`src/rtl/rob_bp.sv`:
```
// Reorder buffer: tags read requests, forwards them to memory under backpressure,
// absorbs out-of-order memory responses by tag and retires them strictly in order.
module rob_bp #(
  parameter int ROB_SIZE = 16,
  parameter int SWIDTH   = 4,
  parameter int AWIDTH   = 32,
  parameter int DWIDTH   = 32,
  parameter int PWIDTH   = 10,
  parameter int IDWIDTH  = 16
) (
  input  logic               clk,
  input  logic               rst,
  input  logic               req_val,
  output logic               req_ready,
  input  logic [AWIDTH-1:0]  req_addr,
  input  logic [IDWIDTH-1:0] req_ID,
  input  logic [PWIDTH-1:0]  req_param,
  output logic               rsp_val,
  input  logic               rsp_ready,
  output logic [DWIDTH-1:0]  rsp_data,
  output logic [IDWIDTH-1:0] rsp_ID,
  output logic [PWIDTH-1:0]  rsp_param,
  output logic               rsp_err,
  output logic               mem_req_val,
  input  logic               mem_req_ready,
  output logic [AWIDTH-1:0]  mem_req_addr,
  output logic [SWIDTH-1:0]  mem_req_ID,
  input  logic               mem_rsp_val,
  input  logic [SWIDTH-1:0]  mem_rsp_ID,
  input  logic [DWIDTH-1:0]  mem_rsp_data,
  input  logic               mem_rsp_err,
  output logic [SWIDTH:0]    occupancy,
  output logic               spurious_err
);

  typedef enum logic [1:0] {S_FREE, S_PEND, S_DONE} slot_st_e;
  typedef struct packed {
    logic [IDWIDTH-1:0] id;
    logic [PWIDTH-1:0]  param;
  } req_meta_t;
  typedef struct packed {
    logic [DWIDTH-1:0] data;
    logic              err;
  } mem_res_t;

  localparam logic [SWIDTH-1:0] LAST = SWIDTH'(ROB_SIZE - 1);
  localparam logic [SWIDTH:0]   FULL = ROB_SIZE[SWIDTH:0];

  slot_st_e          st   [ROB_SIZE];
  req_meta_t         meta [ROB_SIZE];
  mem_res_t          res  [ROB_SIZE];
  logic [SWIDTH-1:0] put, head;
  logic              req_beat, rsp_hit, retire, tag_in_range;

  assign req_ready    = (occupancy != FULL) && (!mem_req_val || mem_req_ready);
  assign req_beat     = req_val && req_ready;
  assign tag_in_range = 32'(mem_rsp_ID) < ROB_SIZE;
  assign rsp_hit      = mem_rsp_val && tag_in_range && (st[mem_rsp_ID] == S_PEND);
  // Head state is the registered view, so a same-cycle response to the head waits a cycle.
  assign retire       = (st[head] == S_DONE) && (!rsp_val || rsp_ready);

  // Write order matters: an alloc landing on the slot being retired must win.
  always_ff @(posedge clk or posedge rst) begin
    if (rst) begin
      for (int i = 0; i < ROB_SIZE; i++) st[i] <= S_FREE;
      put          <= '0;
      head         <= '0;
      occupancy    <= '0;
      spurious_err <= 1'b0;
    end else begin
      if (retire) begin
        st[head] <= S_FREE;
        head     <= (head == LAST) ? '0 : head + SWIDTH'(1);
      end
      if (rsp_hit) st[mem_rsp_ID] <= S_DONE;
      if (req_beat) begin
        st[put] <= S_PEND;
        put     <= (put == LAST) ? '0 : put + SWIDTH'(1);
      end
      if (mem_rsp_val && !rsp_hit) spurious_err <= 1'b1;
      unique case ({req_beat, retire})
        2'b10:   occupancy <= occupancy + 1'b1;
        2'b01:   occupancy <= occupancy - 1'b1;
        default: occupancy <= occupancy;
      endcase
    end
  end

  always_ff @(posedge clk) begin
    if (req_beat) meta[put] <= '{id: req_ID, param: req_param};
    if (rsp_hit)  res[mem_rsp_ID] <= '{data: mem_rsp_data, err: mem_rsp_err};
  end

  always_ff @(posedge clk or posedge rst) begin
    if (rst) begin
      mem_req_val  <= 1'b0;
      mem_req_addr <= '0;
      mem_req_ID   <= '0;
    end else if (req_beat) begin
      mem_req_val  <= 1'b1;
      mem_req_addr <= req_addr;
      mem_req_ID   <= put;
    end else if (mem_req_ready) begin
      mem_req_val  <= 1'b0;
    end
  end

  always_ff @(posedge clk or posedge rst) begin
    if (rst) begin
      rsp_val   <= 1'b0;
      rsp_data  <= '0;
      rsp_ID    <= '0;
      rsp_param <= '0;
      rsp_err   <= 1'b0;
    end else if (retire) begin
      rsp_val   <= 1'b1;
      rsp_data  <= res[head].data;
      rsp_err   <= res[head].err;
      rsp_ID    <= meta[head].id;
      rsp_param <= meta[head].param;
    end else if (rsp_ready) begin
      rsp_val   <= 1'b0;
    end
  end

endmodule

```
`config.mk`:
```
export PLATFORM = sky130hd
export DESIGN_NAME = rob_bp
export DESIGN_NICKNAME = d
export VERILOG_FILES = /design/src/rtl/rob_bp.sv
export SDC_FILE = /design/constraint.sdc
export NUM_CORES = 1
export LEC_CHECK = 0
export BUFFER_PORTS_ARGS = -buffer_cell sky130_fd_sc_hd__buf_4
export CORE_AREA = 2 2 309 311
export DETAILED_ROUTE_END_ITERATION = 8
export DIE_AREA = 0 0 311 313
export PLACE_DENSITY_LB_ADDON = 0.25
export SYNTH_ARGS = -nofsm -noshare
export SYNTH_HDL_FRONTEND = slang
export SYNTH_SLANG_ARGS = --single-unit
```
`constraint.sdc`:
```
create_clock -name clk -period 7.75 [get_ports clk]
set_input_delay 0.3875 -clock clk [delete_from_list [all_inputs] [get_ports clk]]
set_output_delay 0.3875 -clock clk [all_outputs]
set_load 0.05 [all_outputs]
```
==> metrics <==
Least-Margin Pin Slew 1190 ps; Cells after DPL 3,338; GR Overflow Total 0; most used flip-flop cell after synthesis edfxtp_1; P_sw ~5.4 mW; CP Max Fanout 44; Worst setup EP type flip-flop; combinational share of power 27.9%; DRT iter0 DRCs 1,947; RSZ-0062 raised after global routing no; Detail Placement HPWL just under 50,000 µm; largest net degree at the start of global routing 135; cell area after synthesis around 42,000 µm²; Die Span X 311 µm; fmax 208 MHz; io pins 205; antenna violations before repair 3; Critical path buffers and inverters 1; crit-path max cell delay 1100 ps; cell area after layout around 50,000 µm²; Num CTS Buffers 110; # rows 113; status finished clean; yosys warns 0; min cycle time layout 4810 ps; crit-path cells buf_4 > nand2_1 > o221ai_1 > nand2b_1 > o21ai_4 > ha_1 > xor2_1 > ha_1 > o21a_1 > o22a_1 > a21oi_1 > mux2i_1 > xnor2_1; max-cap check violation count 0; ys async rst share between 10% and 20%; postcts setup bufs 0; initial core utilization between 40 and 50%; total power 17.8 mW; P_leak 16.9 nW; Syn Area/Cell approximately 22 µm²; via/cell ratio 5.65; setup TNS 0 ps; Internal Pwr Total around 12 mW; Non-Filler Instances 3,641; GRT Total Usage about a fifth; CTS tree done; Final Hold Vio Count 0; CP Launch Type flip-flop; Hold Crit Class in2reg; sequential power share between 40% and 50%; CP Data Arrival Time 5420 ps; area growth from synthesis to layout 18.3%; Post-synth EDFFs 944; post-synthesis sequential area ratio 75.9%; Clk network pwr share roughly 30%; # port buffers 204; drt wl/cell 26.6 µm; Placement Setup Slack 3010 ps; Critical Path Most Common Cell ha_1; Slew HR 20.3%; register bit total from synthesis approximately 1,100; Die Footprint 97,300 µm²; Clock Sinks 1,087; maximum vdd drop 0.287 mV; H-tree depth 3; Final Cycle Share 62.1%; Worst-path clk slew 70 ps; placed instance area 45,100 µm²; final max-slew violation count 0; Hold WS 58.6 ps; die extent in y 313 µm; first-pass GRT wire length 144,000 µm; family with the most delay on the worst path compound AO/OA/AOI/OAI gates; Setup CP Type reg2reg; DRT antenna net count 0; Placer Congestion 0.855; Critical-path top delay cell dfrtp_4; Clock Tree Root clkbuf_16; Worst Skew 18.6 ps; setup violators final 0; insertion delay to the later sink of the worst-skew pair 680 ps; Finished Core Util 52.8%; WP data required approximately 8400 ps; number of global-route vias before repair about 22,000; share of cells above drive strength 1 35.5%; Syn Inst Count around 1,900; Net Count, Synth 2,040; drt first pass iters 5; Residual DRC 0; core area 94,200 µm²; Pwr Density 357 nW/µm²; via count 20,600; library cells used by synthesis just over 60; Max clock buf depth 3; nets approximately 2,400; Net Sw Frac 30.2%; WL final 97,000 µm; post-cts resize count 0; Final WS setup 2940 ps
## layout make-up
type	count	area, µm²
clock buffer	157	3180
multi-input combinational	711	9630
tap	1265	1580
clock inverter	52	524
fill	7389	44400
sequential	1087	31900
timing repair buffer	336	2780
inverter	31	121
antenna	2	5.00
## worst paths after layout
check	from	end	slack, ps	cells past startpoint
setup / recovery	head[3]$_DFFE_PP0N_	occupancy[4]$_DFFE_PP0P_	2940	13
hold / removal	mem_rsp_val	spurious_err$_DFFE_PP0P_	60	2
setup reg to reg	head[3]$_DFFE_PP0N_	occupancy[4]$_DFFE_PP0P_	2940	13
hold reg to reg	mem_req_addr[7]$_DFFE_PP0N_	mem_req_addr[7]$_DFFE_PP0N_	480	2
max in group asynchronous	rst	head[1]$_DFFE_PP0N_	6170	4
min in group asynchronous	rst	mem_req_ID[3]$_DFFE_PP0N_	330	3
## cell usage after synthesis, types with 9 or more instances
cell,number,area share [%]
ha_1,12,0.36
mux4_2,305,16
nor3_1,9,0.11
buf_1,21,0.19
clkbuf_1,62,0.55
dfrtp_1,143,8.5
nand2b_1,9,0.13
a21oi_1,22,0.26
nor2b_1,9,0.13
nand2_1,132,1.2
edfxtp_1,944,67
mux2_2,68,1.8
nor2_1,17,0.15
inv_1,30,0.27
o21ai_0,14,0.17
## metal layers
metal	track usage, %	up-vias	wire length [µm]
met5	0	-	13
met3	3.40	154	5120
li1	-	8683	-
met1	26.1	11100	38600
met2	35.2	635	51100
met4	5.52	2	2190
## worst register-to-register path, stage by stage, from the launching register on
cell      delay, ps
dfrtp_4        1100
buf_4           630
nand2_1         120
o221ai_1        630
nand2b_1        350
o21ai_4         100
ha_1            330
xor2_1          190
ha_1            240
o21a_1          190
o22a_1          210
a21oi_1         230
mux2i_1         280
xnor2_1         140
## kinds of logic (layout without fill, tap and decap cells)
logic type	Yosys count	count (layout)	synth area share, %
other cells	0	2	0
xor+xnor	8	8	0.167
simple gates	227	227	2.55
fa+ha+maj	12	12	0.357
compound gates	85	85	1.40
flops	1087	1087	75.9
mux	379	379	18.3
buf+inv	129	576	1.30
## cells in the final DEF (no fill, tap or decap), types with 19 or more instances in the layout
cell type      instances
dfrtp_1              139
edfxtp_1             944
mux4_2               305
dlygate4sd3_1         92
clkbuf_16            113
nand2_1              132
clkbuf_8              19
buf_4                242
clkinv_2              22
a21oi_1               22
mux2_2                68
clkbuf_1              25
## timing repair
action	in CTS	in global routing
endpoints found under the setup margin	0	0
hold endpoints to repair	1022	0
hold buffers	92	0
## flip-flops by register name, summed over array words and instances, names as in the netlist
register      count
rsp_ID           16
mem_req_addr     32
rsp_param        10
mem_req_ID        4
spurious_err      1
mem_req_val       1
rsp_val           1
rsp_data         32
rsp_err           1
put               4
st               32
occupancy         5
meta            416
head              4
res             528
## power by group through the flow
| stage | clock, mW | combinational (mW) | sequential, mW |
|---|---|---|---|
| floorplan | 0 | 3.09 | 8.01 |
| global placement | 0 | 4.93 | 7.58 |
| detailed placement | 0 | 4.99 | 7.60 |
| CTS | 5.44 | 5.04 | 7.48 |
| global route | 5.66 | 5.27 | 7.55 |
| finish | 5.32 | 4.95 | 7.47 |
Power figures use the tool's default switching activity.
